`src/rtl/dual_execute_stage.sv`:
```
// Dual-issue execute stage: two ALU slots, EX/MEM register and an iterative slot-0 multiplier.
// Optional macro MULHU_EN enables op 0xB (upper half of the unsigned product) in slot 0.
package dual_execute_stage_pkg;

   localparam logic [3:0] OP_ADD   = 4'h0;
   localparam logic [3:0] OP_SUB   = 4'h1;
   localparam logic [3:0] OP_AND   = 4'h2;
   localparam logic [3:0] OP_OR    = 4'h3;
   localparam logic [3:0] OP_XOR   = 4'h4;
   localparam logic [3:0] OP_SLL   = 4'h5;
   localparam logic [3:0] OP_SRL   = 4'h6;
   localparam logic [3:0] OP_SRA   = 4'h7;
   localparam logic [3:0] OP_SLT   = 4'h8;
   localparam logic [3:0] OP_SLTU  = 4'h9;
   localparam logic [3:0] OP_MUL   = 4'hA;
   localparam logic [3:0] OP_MULHU = 4'hB;

   typedef struct packed {
      logic [31:0] sdata;
      logic        mem_read;
      logic        mem_write;
      logic        reg_write;
      logic [4:0]  rd;
   } slot_ctl_t;

   typedef struct packed {
      logic [3:0]  op;
      logic [31:0] a;
      logic [31:0] b;
      slot_ctl_t   ctl;
   } slot_in_t;

   typedef struct packed {
      logic [31:0] alu_res;
      slot_ctl_t   ctl;
   } slot_out_t;

endpackage

module dual_execute_stage
   import dual_execute_stage_pkg::*;
#(
   parameter int unsigned BITS_PER_CYCLE = 1
) (
   input  logic        clk,
   input  logic        reset,
   input  logic        flush,
   input  logic        in_valid,
   input  logic [3:0]  op0,
   input  logic [3:0]  op1,
   input  logic [31:0] a0,
   input  logic [31:0] b0,
   input  logic [31:0] a1,
   input  logic [31:0] b1,
   input  logic [31:0] sdata0,
   input  logic [31:0] sdata1,
   input  logic        mem_read0,
   input  logic        mem_read1,
   input  logic        mem_write0,
   input  logic        mem_write1,
   input  logic        reg_write0,
   input  logic        reg_write1,
   input  logic [4:0]  rd0,
   input  logic [4:0]  rd1,
   output logic        ex_stall,
   output logic [31:0] alu_res0,
   output logic [31:0] alu_res1,
   output logic [31:0] wdata0,
   output logic [31:0] wdata1,
   output logic        mem_read_o0,
   output logic        mem_read_o1,
   output logic        mem_write_o0,
   output logic        mem_write_o1,
   output logic        reg_write_o0,
   output logic        reg_write_o1,
   output logic [4:0]  rd_o0,
   output logic [4:0]  rd_o1,
   output logic        ex_illegal
);

   localparam int unsigned MUL_CYCLES = 32 / BITS_PER_CYCLE;
   localparam int unsigned CNT_W      = $clog2(MUL_CYCLES) + 1;
`ifdef MULHU_EN
   localparam int unsigned ACC_W      = 64;
`else
   localparam int unsigned ACC_W      = 32;
`endif

   typedef enum logic {
      IDLE = 1'b0,
      BUSY = 1'b1
   } state_t;

   state_t              state_q, state_d;
   logic [CNT_W-1:0]    count_q, count_d;
   logic [ACC_W-1:0]    acc_q, acc_d;
   logic [ACC_W-1:0]    mcand_q, mcand_d;
   logic [31:0]         mplier_q, mplier_d;
   slot_ctl_t           hold0_q, hold0_d;
   slot_in_t            hold1_q, hold1_d;
   slot_out_t           out0_q, out0_d;
   slot_out_t           out1_q, out1_d;
   logic                illegal_q, illegal_d;
   logic                ill0, ill1;
   slot_in_t            in0, in1;
   logic [ACC_W-1:0]    product;
   logic [31:0]         mul_res;

   assign in0 = {op0, a0, b0, sdata0, mem_read0, mem_write0, reg_write0, rd0};
   assign in1 = {op1, a1, b1, sdata1, mem_read1, mem_write1, reg_write1, rd1};

   function automatic logic is_mul_op(input logic [3:0] op);
`ifdef MULHU_EN
      return (op == OP_MUL) || (op == OP_MULHU);
`else
      return op == OP_MUL;
`endif
   endfunction

   // Ops that the plain ALU path executes; anything above SLTU is either a multiply or illegal.
   function automatic logic alu_legal(input logic [3:0] op);
      return op <= OP_SLTU;
   endfunction

   function automatic logic [31:0] alu(input logic [3:0] op, input logic [31:0] a,
                                       input logic [31:0] b);
      logic [31:0] r;
      r = '0;
      case (op)
         OP_ADD:  r = a + b;
         OP_SUB:  r = a - b;
         OP_AND:  r = a & b;
         OP_OR:   r = a | b;
         OP_XOR:  r = a ^ b;
         OP_SLL:  r = a << b[4:0];
         OP_SRL:  r = a >> b[4:0];
         OP_SRA:  r = 32'($signed(a) >>> b[4:0]);
         OP_SLT:  r = {31'b0, $signed(a) < $signed(b)};
         OP_SLTU: r = {31'b0, a < b};
         default: r = '0;
      endcase
      return r;
   endfunction

   // Illegal slots keep rd/wdata but lose their result and all side effects.
   function automatic slot_out_t exec(input slot_in_t s, input logic ill);
      slot_out_t o;
      o.alu_res       = ill ? 32'h0 : alu(s.op, s.a, s.b);
      o.ctl           = s.ctl;
      o.ctl.mem_read  = s.ctl.mem_read  & ~ill;
      o.ctl.mem_write = s.ctl.mem_write & ~ill;
      o.ctl.reg_write = s.ctl.reg_write & ~ill;
      return o;
   endfunction

   // One radix-2^BITS_PER_CYCLE partial product.
   function automatic logic [ACC_W-1:0] mul_step(input logic [ACC_W-1:0] mc,
                                                 input logic [BITS_PER_CYCLE-1:0] digit);
      logic [ACC_W-1:0] sum;
      sum = '0;
      for (int unsigned i = 0; i < BITS_PER_CYCLE; i++) begin
         if (digit[i]) sum = sum + (mc << i);
      end
      return sum;
   endfunction

   // The last digit is folded in combinationally on the accepting cycle.
   assign product = acc_q + mul_step(mcand_q, mplier_q[BITS_PER_CYCLE-1:0]);

`ifdef MULHU_EN
   logic mulhi_q, mulhi_d;
   assign mul_res = mulhi_q ? product[63:32] : product[31:0];
`else
   assign mul_res = product;
`endif

   always_comb begin
      state_d   = state_q;
      count_d   = count_q;
      acc_d     = acc_q;
      mcand_d   = mcand_q;
      mplier_d  = mplier_q;
      hold0_d   = hold0_q;
      hold1_d   = hold1_q;
      out0_d    = '0;
      out1_d    = '0;
      illegal_d = 1'b0;
      ex_stall  = 1'b0;
      ill0      = 1'b0;
      ill1      = 1'b0;
`ifdef MULHU_EN
      mulhi_d   = mulhi_q;
`endif
      case (state_q)
         IDLE: begin
            if (in_valid && is_mul_op(op0)) begin
               // First digit is retired while loading so MUL_CYCLES cycles cover all 32 bits.
               ex_stall = 1'b1;
               state_d  = BUSY;
               count_d  = CNT_W'(1);
               hold0_d  = in0.ctl;
               hold1_d  = in1;
               acc_d    = mul_step(ACC_W'(a0), b0[BITS_PER_CYCLE-1:0]);
               mcand_d  = ACC_W'(a0) << BITS_PER_CYCLE;
               mplier_d = b0 >> BITS_PER_CYCLE;
`ifdef MULHU_EN
               mulhi_d  = (op0 == OP_MULHU);
`endif
            end else if (in_valid) begin
               ill0      = !alu_legal(op0);
               ill1      = !alu_legal(op1);
               out0_d    = exec(in0, ill0);
               out1_d    = exec(in1, ill1);
               illegal_d = ill0 | ill1;
            end
         end
         BUSY: begin
            if (count_q == CNT_W'(MUL_CYCLES - 1)) begin
               state_d        = IDLE;
               count_d        = '0;
               ill1           = !alu_legal(hold1_q.op);
               out0_d.alu_res = mul_res;
               out0_d.ctl     = hold0_q;
               out1_d         = exec(hold1_q, ill1);
               illegal_d      = ill1;
            end else begin
               ex_stall = 1'b1;
               count_d  = count_q + CNT_W'(1);
               acc_d    = product;
               mcand_d  = mcand_q << BITS_PER_CYCLE;
               mplier_d = mplier_q >> BITS_PER_CYCLE;
            end
         end
         default: state_d = IDLE;
      endcase
      if (flush) begin
         state_d   = IDLE;
         count_d   = '0;
         out0_d    = '0;
         out1_d    = '0;
         illegal_d = 1'b0;
      end
   end

   always_ff @(posedge clk) begin
      if (!reset) begin
         state_q <= IDLE;
         count_q <= '0;
      end else begin
         state_q <= state_d;
         count_q <= count_d;
      end
   end

   // Multiplier datapath, held pair and EX/MEM register.
   always_ff @(posedge clk) begin
      if (!reset) begin
         acc_q     <= '0;
         mcand_q   <= '0;
         mplier_q  <= '0;
         hold0_q   <= '0;
         hold1_q   <= '0;
         out0_q    <= '0;
         out1_q    <= '0;
         illegal_q <= 1'b0;
`ifdef MULHU_EN
         mulhi_q   <= 1'b0;
`endif
      end else begin
         acc_q     <= acc_d;
         mcand_q   <= mcand_d;
         mplier_q  <= mplier_d;
         hold0_q   <= hold0_d;
         hold1_q   <= hold1_d;
         out0_q    <= out0_d;
         out1_q    <= out1_d;
         illegal_q <= illegal_d;
`ifdef MULHU_EN
         mulhi_q   <= mulhi_d;
`endif
      end
   end

   assign alu_res0     = out0_q.alu_res;
   assign wdata0       = out0_q.ctl.sdata;
   assign mem_read_o0  = out0_q.ctl.mem_read;
   assign mem_write_o0 = out0_q.ctl.mem_write;
   assign reg_write_o0 = out0_q.ctl.reg_write;
   assign rd_o0        = out0_q.ctl.rd;
   assign alu_res1     = out1_q.alu_res;
   assign wdata1       = out1_q.ctl.sdata;
   assign mem_read_o1  = out1_q.ctl.mem_read;
   assign mem_write_o1 = out1_q.ctl.mem_write;
   assign reg_write_o1 = out1_q.ctl.reg_write;
   assign rd_o1        = out1_q.ctl.rd;
   assign ex_illegal   = illegal_q;

endmodule

```
`config.mk`:
```
export PLATFORM = sky130hd
export DESIGN_NAME = dual_execute_stage
export DESIGN_NICKNAME = d
export VERILOG_FILES = /design/src/rtl/dual_execute_stage.sv
export SDC_FILE = /design/constraint.sdc
export NUM_CORES = 2
export LEC_CHECK = 0
export CAP_MARGIN = 40
export CORE_UTILIZATION = 60
export DETAILED_ROUTE_END_ITERATION = 10
export PLACE_DENSITY = 0.82
export REMOVE_ABC_BUFFERS = 1
export SLEW_MARGIN = 20
export SYNTH_ARGS = -nofsm -noshare
export SYNTH_HDL_FRONTEND = slang
export SYNTH_SLANG_ARGS = --single-unit
```
`constraint.sdc`:
```
create_clock -name clk -period 5.6 [get_ports clk]
set_clock_uncertainty 0.2 [all_clocks]
set_input_delay 1.68 -clock clk [delete_from_list [all_inputs] [get_ports clk]]
set_output_delay 1.68 -clock clk [all_outputs]
set_load 0.05 [all_outputs]
```
==> summary.md <==
| Metric | Value |
|---|---|
| Setup crit end kind | output port |
| Global route overflow | 0 |
| Postcts setup bufs | 0 |
| Die Footprint | 70500 um2 |
| Slowest stage cell, crit path | nor2b_1 |
| Netlist cell types | 101 |
| DR pass1 iterations | 10 |
| # setup viols final | 0 |
| CTS tree | yes |
| H-tree lvl count | 2 |
| Power Density | 182 nW/um2 |
| I/O pins | 366 |
| Initial Util | 60.7% |
| Top achievable clock speed | 186 MHz |
| RSZ-0062 raised after global routing | false |
| Die W | 266 um |
| Startpoint Class | input pin |
| Yosys warns | 0 |
| Share of layout cells above drive strength 1 | 10.8% |
| Synthesized area per cell | 7.48 um2 |
| Clock buffer depth | 3 |
| Worst EP required | 3.72 ns |
| Post-Synthesis Cells | 5577 |
| Worst hold path class | reg2reg |
| TritonCTS Buffers | 43 |
| Status | complete, no violations |
| Avg WL per Cell | 27.6 um |
| DR vias | 48700 |
| Slew Limit Fails | 0 |
| Register area share after synthesis | 18.9% |
| DRT iter0 DRCs | 8163 |
| Setup WS post-layout | 0.234 ns |
| Clock root buffer master | clkbuf_16 |
| Slew HR | 20.8% |
| Number of synthesized flops with an enable pin | 0 |
| Period minus WS final | 5.37 ns |
| Placed wire-length estimate | 139000 um |
| Worst VDD drop | 0.273 mV |
| Nets | 6401 |
| ANT nets after route | 0 |
| Sinks on Clock Net | 394 |
| Die height | 266 um |
| Routed WL | 188000 um |
| Placer Congestion | 1.13 |
| Largest net degree at the start of global routing | 152 |
| Final hold violation count | 0 |
| Worst-Margin Slew | 1.19 ns |
| Gr usage total | 51.1% |
| Commonest register cell after synthesis | dfxtp_1 |
| Via density | 7.15 |
| Row Count | 96 |
| Initial antenna violation count | 10 |
| Hold Buf Count CTS | 0 |
| Crit path largest cell delay | 0.48 ns |
| Worst-Skew Late Latency | 0.63 ns |
| Max cap viols | 0 |
| Pwr Total | 8860 uW |
| P&R area growth vs syn | 16.9% |
| CORE AREA | 68700 um2 |
| Number of global-route vias before repair | 45600 |
| Synth Register Bits | 394 |
| Post-synthesis cell area | 41700 um2 |
| Max FO, Critical Path | 4 |
| First-pass GRT wire length | 278000 um |
| Worst path arrival time | 3.49 ns |
| Clk pin slew, worst setup/hold paths | 0.06 ns |
| # DRC | 0 |
| Leakage power | 0.0195 uW |
| DP Worst Slack | -0.0439 ns |
| Crit path kind | in2out |
| Async S/R FF share, synth | 0% |
| PortBufs | 365 |
| Final Cycle Share | 95.8% |
| Crit path cell chain | clkdlybuf4s50_1 > nor2b_1 > nand3_1 > nor2_4 > nor2_2 > inv_4 > buf_12 |
| Post_cts resized | 0 |
[routing by layer]
| layer | GRT usage (%) | wire (um) |
|---|---|---|
| met4 | 42.2 | 19800 |
| met5 | 0 | 157 |
| met1 | 59.8 | 64100 |
| met3 | 15.1 | 24900 |
| met2 | 77.2 | 78800 |
[area by class of cell]
class | count | area [um2]
Antenna cell | 3 | 7.51
Clock buffer | 61 | 1240
Clock inverter | 17 | 244
Fill cell | 5612 | 20000
Inverter | 304 | 1140
Multi-Input combinational cell | 4431 | 30900
Sequential cell | 394 | 7900
Tap cell | 931 | 1160
Timing Repair Buffer | 672 | 6130
[registers in the layout, indices dropped and copies added, names as in the netlist, 5 cells and up]
| name | cells |
|---|---|
| acc_q | 32 |
| mplier_q | 31 |
| wdata0 | 32 |
| hold0_q | 40 |
| wdata1 | 32 |
| alu_res1 | 32 |
| rd_o0 | 5 |
| hold1_q | 108 |
| rd_o1 | 5 |
| count_q | 6 |
| alu_res0 | 32 |
| mcand_q | 31 |
[cell usage after synthesis, types with 19 or more instances]
cell type	count	share of area, %
nand3_1	83	1.0
o211a_1	66	1.6
or3_1	41	0.62
a21o_1	52	0.94
o21a_1	28	0.50
o31ai_1	36	0.65
o211ai_1	145	2.6
a31oi_1	39	0.59
and2_1	50	0.75
nor2_1	623	5.6
inv_1	294	2.6
xnor2_1	67	1.4
nor4_1	25	0.38
mux2i_1	141	3.4
nor3_1	93	1.1
dfxtp_1	394	19
buf_1	47	0.42
ha_1	328	9.8
nor3b_1	20	0.36
a221o_1	27	0.65
clkbuf_1	327	2.9
o21bai_1	37	0.67
a21oi_1	399	4.8
o22ai_1	39	0.59
o2111ai_1	20	0.42
and3_1	19	0.29
nor2b_1	26	0.39
a221oi_1	103	2.2
mux2_2	31	0.84
nand4_1	24	0.36
o21ai_0	336	4.0
a22oi_1	126	2.3
nand2_1	701	6.3
a211oi_1	69	1.2
mux4_2	139	7.5
a211o_1	26	0.55
nand2b_1	45	0.68
o221ai_1	30	0.63
buf_2	51	0.61
a21boi_0	155	2.8
[logic make-up (layout without fill, tap and decap cells)]
kind of cell	after synthesis	count (layout)	share of synthesized area (%)
xor+xnor	83	83	1.74
other cells	0	3	0
simple gates	1798	1798	18.7
fa+ha+maj	335	335	10.2
compound gates	1900	1900	31.4
flops	394	394	18.9
mux	315	315	11.9
buf+inv	752	1054	7.18
[final timing paths]
check                        endpoint  cells after the start                     start  slack, ns
max                          ex_stall                      7                    op0[1]       0.23
max reg2reg   alu_res1[31]$_SDFF_PP0_                     11  hold1_q[75]$_SDFFE_PN0P_       0.71
min reg2reg  hold1_q[37]$_SDFFE_PN0P_                      2  hold1_q[37]$_SDFFE_PN0P_       0.26
min          hold1_q[37]$_SDFFE_PN0P_                      2  hold1_q[37]$_SDFFE_PN0P_       0.26
[where the power goes]
group          total [uW]  internal (uW)  switching, uW
combinational        2890           1100           1790
clock                3060           1750           1310
sequential           2910           2860           45.9
total                8860           5710           3140
[layout by cell type (no fill, tap or decap), types with 26 or more instances in the layout]
cell / Yosys / final
a211o_1: 26 / 26
a211oi_1: 69 / 69
a21boi_0: 155 / 155
a21o_1: 52 / 52
a21oi_1: 399 / 399
a221o_1: 27 / 27
a221oi_1: 103 / 103
a22oi_1: 126 / 126
a31oi_1: 39 / 39
and2_1: 50 / 49
buf_4: 16 / 288
clkbuf_16: 0 / 44
clkdlybuf4s50_1: 0 / 353
dfxtp_1: 394 / 390
ha_1: 328 / 328
inv_1: 294 / 292
mux2_2: 31 / 31
mux2i_1: 141 / 141
mux4_2: 139 / 139
nand2_1: 701 / 700
nand2b_1: 45 / 44
nand3_1: 83 / 83
nor2_1: 623 / 619
nor2b_1: 26 / 26
nor3_1: 93 / 89
o211a_1: 66 / 66
o211ai_1: 145 / 145
o21a_1: 28 / 28
o21ai_0: 336 / 336
o21bai_1: 37 / 37
o221ai_1: 30 / 30
o22ai_1: 39 / 39
o31ai_1: 36 / 36
or3_1: 41 / 41
xnor2_1: 67 / 67
[critical path, delay by kind of cell]
family | cells | cell delay (ns)
AND/OR/NAND/NOR | 4 | 1.06
buffers and inverters | 3 | 0.73
[metrics by stage]
stage | instance area (um2) | setup TNS (ns) | hold slack (ns) | std cells | util [%]
floorplan | 39800 | -884.98 | 0.238 | 5129 | -
global placement | 47000 | 0 | 0.249 | 6717 | 68.4
detailed placement | 47100 | -0.0505 | 0.257 | 6724 | 68.6
CTS | 48600 | 0 | 0.266 | 6802 | 70.7
global route | 48700 | 0 | 0.282 | 6811 | 70.9
finish | 48700 | 0 | 0.262 | 6813 | 70.9
Note: power is estimated with default switching activity, not from simulation.
